**src/rtl/xyz_ctrl_pkg.sv**
```systemverilog
// Shared definitions for the xyz step controller and the xyz phase FSM:
// controller state encoding, phase-to-xyz output encoding, default parameters.
package xyz_ctrl_pkg;

    localparam int unsigned DEF_CNT_W = 8;
    localparam int unsigned DEF_DWELL = 4;

    typedef enum logic [1:0] {
        ST_IDLE  = 2'd0,
        ST_STEP  = 2'd1,
        ST_DWELL = 2'd2,
        ST_DONE  = 2'd3
    } ctrl_state_t;

    // One-hot-ish xyz FSM outputs for phases 0..3
    localparam logic [2:0] XYZ_P0 = 3'b000;
    localparam logic [2:0] XYZ_P1 = 3'b001;
    localparam logic [2:0] XYZ_P2 = 3'b010;
    localparam logic [2:0] XYZ_P3 = 3'b100;

    function automatic logic [2:0] phase_to_xyz(input logic [1:0] p);
        logic [2:0] enc;
        case (p)
            2'd0:    enc = XYZ_P0;
            2'd1:    enc = XYZ_P1;
            2'd2:    enc = XYZ_P2;
            default: enc = XYZ_P3;
        endcase
        return enc;
    endfunction

endpackage

```
**src/rtl/xyz_rr_arb2.sv**
```systemverilog
// Two-way round-robin arbiter: the requester that was not served last wins a tie.
module xyz_rr_arb2 (
    input  logic [1:0] valid,
    input  logic       last,
    output logic [1:0] grant
);

    // A lone requester always wins; on a tie the pointer picks the other side
    assign grant[0] = valid[0] & (~valid[1] | last);
    assign grant[1] = valid[1] & (~valid[0] | ~last);

endmodule

```
**src/rtl/xyz_step_ctrl.sv**
```systemverilog
// Sequencer for the 4-phase xyz FSM: arbitrates two step requesters, issues
// one-cycle advance strobes separated by DWELL hold cycles, tracks phase.
// Optional feature: define XYZ_CTRL_PHASE_CHECK_EN to compare xyz_fb against
// the expected phase and raise a sticky phase_err.
module xyz_step_ctrl
    import xyz_ctrl_pkg::*;
#(
    parameter int unsigned CNT_W = DEF_CNT_W,
    parameter int unsigned DWELL = DEF_DWELL
) (
    input  logic             clk,
    input  logic             rst,
    input  logic             req0_valid,
    input  logic [CNT_W-1:0] req0_cnt,
    output logic             req0_ready,
    input  logic             req1_valid,
    input  logic [CNT_W-1:0] req1_cnt,
    output logic             req1_ready,
    output logic             seq_i,
    output logic [1:0]       phase,
    output logic             busy,
    output logic             done,
    output logic             done_id,
    input  logic [2:0]       xyz_fb,
    output logic             phase_err
);

    localparam int unsigned DW_W = (DWELL > 1) ? $clog2(DWELL) : 1;

    ctrl_state_t      state;
    logic [CNT_W-1:0] cnt_rem;
    logic [DW_W-1:0]  dwell_cnt;
    logic             owner;
    logic             last;
    logic [1:0]       grant;
    logic [CNT_W-1:0] sel_cnt;

    xyz_rr_arb2 u_arb (
        .valid ({req1_valid, req0_valid}),
        .last  (last),
        .grant (grant)
    );

    assign sel_cnt = grant[1] ? req1_cnt : req0_cnt;

    // Ready only while idle and not held in reset
    assign req0_ready = ~rst & (state == ST_IDLE) & grant[0];
    assign req1_ready = ~rst & (state == ST_IDLE) & grant[1];

    // Status outputs decode directly from the state register
    assign seq_i   = (state != ST_STEP);
    assign busy    = (state != ST_IDLE);
    assign done    = (state == ST_DONE);
    assign done_id = (state == ST_DONE) & owner;

    // Controller FSM with command, dwell and phase bookkeeping
    always_ff @(posedge clk or posedge rst) begin
        if (rst) begin
            state     <= ST_IDLE;
            cnt_rem   <= '0;
            dwell_cnt <= '0;
            owner     <= 1'b0;
            last      <= 1'b1;
            phase     <= 2'd0;
        end else begin
            case (state)
                ST_IDLE: begin
                    if (|grant) begin
                        owner   <= grant[1];
                        cnt_rem <= sel_cnt;
                        state   <= (sel_cnt == '0) ? ST_DONE : ST_STEP;
                    end
                end
                ST_STEP: begin
                    phase   <= phase + 2'd1;
                    cnt_rem <= cnt_rem - CNT_W'(1);
                    if (cnt_rem == CNT_W'(1)) begin
                        state <= ST_DONE;
                    end else begin
                        dwell_cnt <= DW_W'(DWELL - 1);
                        state     <= ST_DWELL;
                    end
                end
                ST_DWELL: begin
                    if (dwell_cnt == '0) begin
                        state <= ST_STEP;
                    end else begin
                        dwell_cnt <= dwell_cnt - DW_W'(1);
                    end
                end
                ST_DONE: begin
                    last  <= owner;
                    state <= ST_IDLE;
                end
                default: state <= ST_IDLE;
            endcase
        end
    end

`ifdef XYZ_CTRL_PHASE_CHECK_EN
    // Sticky flag when the xyz FSM disagrees with the expected phase outside STEP
    always_ff @(posedge clk or posedge rst) begin
        if (rst) begin
            phase_err <= 1'b0;
        end else if ((state != ST_STEP) && (xyz_fb != phase_to_xyz(phase))) begin
            phase_err <= 1'b1;
        end
    end
`else
    logic unused_xyz_fb;
    assign unused_xyz_fb = ^xyz_fb;
    assign phase_err     = 1'b0;
`endif

endmodule

```
**config.mk**
```make
export PLATFORM = sky130hd
export DESIGN_NAME = xyz_step_ctrl
export DESIGN_NICKNAME = d
export VERILOG_FILES = /design/src/rtl/xyz_ctrl_pkg.sv /design/src/rtl/xyz_rr_arb2.sv /design/src/rtl/xyz_step_ctrl.sv
export SDC_FILE = /design/constraint.sdc
export NUM_CORES = 1
export LEC_CHECK = 0
export ABC_AREA = 1
export BUFFER_PORTS_ARGS = -buffer_cell sky130_fd_sc_hd__clkbuf_2
export CAP_MARGIN = 20
export CORE_MARGIN = 2
export CORE_UTILIZATION = 40
export CTS_BUF_LIST = sky130_fd_sc_hd__clkbuf_16
export DETAILED_ROUTE_END_ITERATION = 8
export GPL_ROUTABILITY_DRIVEN = 1
export PLACE_DENSITY = 0.69
export RECOVER_POWER = 50
export SLEW_MARGIN = 20
export SYNTH_ARGS = -nofsm -noshare
export SYNTH_HDL_FRONTEND = slang
export SYNTH_SLANG_ARGS = --single-unit
```
**constraint.sdc**
```tcl
create_clock -name clk -period 1.63 [get_ports clk]
set_clock_uncertainty 0.15 [all_clocks]
set_input_delay 0.326 -clock clk [delete_from_list [all_inputs] [get_ports clk]]
set_output_delay 0.326 -clock clk [all_outputs]
set_load 0.05 [all_outputs]
```
=== Yosys cells after proc, flatten, opt, wreduce, memory -nomap -nowiden ===
Index checks and enable logic that the tools add are counted.

* Register bits: 16
* Input bits: 23
* Output and inout bits: 9
* Logic and storage cells: 52

* Add/subtract/negate cells: 3
* Eq/ne operators: 9
* Multiplexer cells: 11
* Bitwise operators: 12
* Reduce and logical (&&, ||, !) cells: 11

{| class="wikitable"
|+ Operators with widths
! cell !! count
|-
| $mux 8 || 2
|-
| $pmux 8 s2 || 1
|-
| $mux 2 || 5
|-
| $eq 8x1->1 const B || 1
|-
| $logic_not 8->1 || 1
|-
| $pmux 2 s4 || 1
|-
| $sub 8x1->8 const B || 1
|-
| $and 1x1->1 || 6
|-
| $ne 2x2->1 const B || 3
|-
| $reduce_and 2->1 || 3
|-
| $reduce_bool 2->1 || 3
|-
| $eq 2x2->1 const B || 2
|-
| $logic_not 2->1 || 2
|-
| $ne 2x1->1 const B || 2
|-
| $not 1->1 || 4
|-
| $pmux 2 s2 || 1
|-
| $reduce_and 3->1 || 1
|-
| $add 2x1->2 const B || 1
|-
| $eq 2x1->1 const B || 1
|-
| $or 1x1->1 || 2
|-
| $reduce_or 2->1 || 1
|-
| $sub 2x1->2 const B || 1
|-
| $mux 1 || 1
|}

=== Longest topological paths before layout ===
* Depth after elaboration: 8
* Depth in mapped cells: 10
* Depth with buffers taken out: 10

=== Hierarchy ===
From an unflattened synthesis, not the netlist that was laid out.

* Cell total of the unflattened synthesis: 172
* Area, all modules: 1169.9 µm²

{| class="wikitable"
|+ By module, submodules not included
! module !! times used !! cells each !! area each (µm²)
|-
| xyz_step_ctrl || 1 || 168 || 1142.3
|-
| xyz_rr_arb2 || 1 || 4 || 27.5
|}

=== Worst setup path before layout ===
No wires, ideal clock.

* Kind: reg-to-output
* From: reg state[0]
* To: out req0_ready
* Arrival time: 1.464 ns
* Required time: 1.154 ns
* Path slack: -0.310 ns
* Stages on the path, launching flop included: 5
* Buffers on the path: 1
* Cell sequence: dfrtp_1 -> buf_6 -> nor2_1 -> o211ai_1 -> nor2_1

* Word-level cells in the longest chain between the ends: 3

{| class="wikitable"
|+ Ends and longest elaborated chain
! element !! line !! text
|-
| start: declaration || xyz_step_ctrl.sv:30 || <nowiki>ctrl_state_t state;</nowiki>
|-
| start signal: assignment || xyz_step_ctrl.sv:71 || <nowiki>state <= (sel_cnt == '0) ? ST_DONE : ST_STEP;</nowiki>
|-
| $logic_not 2->1 || xyz_step_ctrl.sv:47 || <nowiki>assign req0_ready = ~rst & (state == ST_IDLE) & grant[0];</nowiki>
|-
| $and 1x1->1 (2 in a row) || xyz_step_ctrl.sv:47 ||
|-
| end: declaration || xyz_step_ctrl.sv:15 || <nowiki>output logic req0_ready,</nowiki>
|}

No other way between the ends.

=== Final worst setup path ===
* From: reg last
* To: out req0_ready

* Word-level cells in the longest chain between the ends: 3

{| class="wikitable"
|+ Ends and longest elaborated chain
! element !! line !! text
|-
| start: declaration || xyz_step_ctrl.sv:34 || <nowiki>logic last;</nowiki>
|-
| start signal: assignment || xyz_step_ctrl.sv:92 || <nowiki>last <= owner;</nowiki>
|-
| $or 1x1->1 || xyz_rr_arb2.sv:9 || <nowiki>assign grant[0] = valid[0] & (~valid[1] | last);</nowiki>
|-
| $and 1x1->1 || xyz_rr_arb2.sv:9 ||
|-
| $and 1x1->1 || xyz_step_ctrl.sv:47 ||
|}

No other way between the ends.

==> run summary <==
outcome: finished with violations
violated checks: negative setup slack
synthesized-area fraction occupied by and/or/nand/nor cells: 33.4%
drt initial violations: 34
final WL: 3030 um
top post-synthesis cells by area: dfrtp_1 (32%), nand2_1 (17%), inv_1 (7.0%)
clock buffer count from CTS: 3
Placed Instances: 231
final hold violations: 0
LEAKAGE: 0.941 nW
Internal Power: 1.90 mW
full die area: 3410 um2
syn_nets: 193
average wire per standard cell: 12.1 um
RSZ-0062 raised after global routing: yes
global-route wire length before repair: 4910 um
Post-Layout Cell Count: 251
Core Box Area: 2780 um2
crit path time final: 1.72 ns
max incr delay on CP: 0.56 ns
net switching power: 1.60 mW
Pwr Total: 3.50 mW
Synth Area in Compound Gates: 14.4%
worst-path maximum fanout: 3
via/cell ratio: 4.89
gr usage total: 19.0%
number of buffers and inverters on the critical path: 1
Clock Pin Slew Worst Setup and Hold Paths: 0.05 ns
Seq/Total Area, Yosys: 34.0%
gpl congestion: 0.812
critical path endpoint category: primary output
clock sinks: 16
worst vdd ir: 0.00180 V
DR vias: 1227
Logic pwr share: 64.3%
CTS root buf: clkbuf_16
yosys warns: 0
worst-skew pair later-pin latency: 0.25 ns
Synth top area share: 31.7%
critical path's top delay family: flip-flops
first-pass iteration count of the detailed router: 4
commonest cells after routing, fill and taps aside: nand2_1 (40), clkbuf_2 (21), inv_1 (20), buf_4 (20), dfrtp_1 (15)
Post-Syn Area per Cell: 7.08 um2
Tcrit/Tclk final: 106%
Pwr Density: 1970 nW/um2
Nets: 247
Syn Inst Count: 167
pin count of the biggest net entering global routing: 17
Crit Path Class: flip-flop to primary output
Synth Register Bits: 16
layout cells sized above 1: 42.3%
die width: 58.4 um
CP startpoint kind: flip-flop
hpwl dp: 1990 um
Buffers on Ports: 27
starting density of the core: 42.5%
ANT nets after route: 0
worst endpoint required time: 1.15 ns
final worst slack: -0.0948 ns
Clock power frac: 13.8%
I/O pin count: 32
post-synthesis mux area share: 0%
MaxCap Viol Count: 0
final setup violation count: 5
vias in the first global route: 1202
initial antenna violation count: 0
residual DRC count: 0
Area growth, synth to finish: 49.9%
Hold Worst Slack: 0.318 ns
Max Clk Rate: 0.580 GHz
slowest cell on the critical path: dfstp_2
post-synthesis adder-cell area fraction: 3.17%
row cnt: 19
Reg power frac: 21.9%
Pins Over Slew Limit: 0
CTS tree: built
largest area contributor in the netlist: dfrtp_1
grt ovf: 0
switching part of the total: 45.6%
distinct cell type count after synthesis: 31
H-tree depth: 1
Arrival @ worst endpoint: 1.25 ns
Synth Area in XOR/XNOR: 1.48%
crit path cell chain: o211ai_1 > nor2_2 > buf_8
most common cell after layout, fill and taps aside: nand2_1
Clock Path Buffers: 2
Die Height: 58.4 um
main combinational cell family by area after synthesis: simple AND/OR/NAND/NOR gates
type of the most critical hold path: flip-flop to flip-flop
Syn Std Cell Area: 1180 um2
Antenna Cells: 0
## power by group through the flow
stage               Sequential (mW)  Combinational, mW  Clock, mW
floorplan                     0.835               1.22          0
global placement              0.746               1.68          0
detailed placement            0.752               1.70          0
CTS                           0.763               2.04      0.496
global route                  0.786               2.48      0.512
finish                        0.765               2.25      0.484
## worst register-to-register path, delay by kind of cell, from the launching register on
kind          cells  cell delay [ns]
simple gates     10             0.73
flops             1             0.56
buf+inv           1             0.13
## synthesized netlist by cell type
master and count:
buf_6 3, inv_4 1, a31oi_4 1, nand4_1 1
o21a_1 1, o21ai_2 2, conb_1 1, o211ai_1 3
o21ai_0 10, nor3_2 1, dfrtp_1 15, o22ai_1 2
nand3b_1 3, nor2_4 1, buf_4 2, nor2_2 2
nor3b_1 1, xnor2_1 1, dfstp_2 1, nor2_1 14
a21oi_2 1, a21oi_1 6, nand2_1 52, nand2_4 1
nand3_1 8, nand2_8 1, inv_2 5, nand2_2 1
xor2_1 1, ha_1 3, inv_1 22
## routing by layer
layer  vias to the layer above  routed length (um)  GRT usage (%)
met2                        18                1560           34.2
met3                         6                  97           4.84
li1                        634                   -              -
met4                         0                  55           5.98
met5                         -                   0              0
met1                       569                1330           21.8
## cell families after synthesis
group / count (synthesis)
AOI/OAI and AO/OA: 26
adders and majority gates: 3
and+or+nand+nor: 86
DFF: 16
other: 1
xor gates and xnor gates: 2
buffers and inverters: 33
## sequential cells by signal, indices dropped and copies added (netlist names)
| register | flops |
|---|---|
| state | 2 |
| owner | 1 |
| phase | 2 |
| last | 1 |
| dwell_cnt | 2 |
| cnt_rem | 8 |
## timing repair
item,4_1_cts,5_1_grt
hold endpoints to repair,15,0
resized for setup,22,27
setup endpoints to repair,6,16
pin swaps,5,22
hold buffers,1,0
setup buffers,11,4
cloned,0,1
## area by class of cell
cell class | count | area (um2)
clock inverters | 1 | 3.75
clock buffers | 3 | 75.1
flip-flops and latches | 16 | 402
multi-input cells | 119 | 724
inverters | 28 | 118
fillers | 240 | 1010
well taps | 31 | 38.8
repair buffers | 53 | 412
## metrics by stage
step,TNS [ns],utilization (%),instance area (um2),setup slack [ns]
3_5_place_dp,0,50.4,1400,0.0148
4_1_cts,-0.233,59.9,1670,-0.0941
5_1_grt,-0.653,63.7,1770,-0.144
3_3_place_gp,0,50.4,1400,0.0122
2_1_floorplan,-0.0986,-,1190,-0.0986
6_report,-0.279,63.7,1770,-0.0948
## path summary, 6_finish.rpt
| path | startpoint | endpoint | slack (ns) | cells past startpoint |
|---|---|---|---|---|
| setup reg to reg | last | state[1] | 0.01 | 11 |
| max in group asynchronous | rst | last | 0.38 | 4 |
| hold reg to reg | phase[1] | phase[1] | 0.32 | 1 |
| setup / recovery | last | req0_ready | -0.09 | 3 |
| hold / removal | phase[1] | phase[1] | 0.32 | 1 |
| min in group asynchronous | rst | owner | 0.62 | 4 |
No activity file was read; power rests on OpenSTA's default activity.
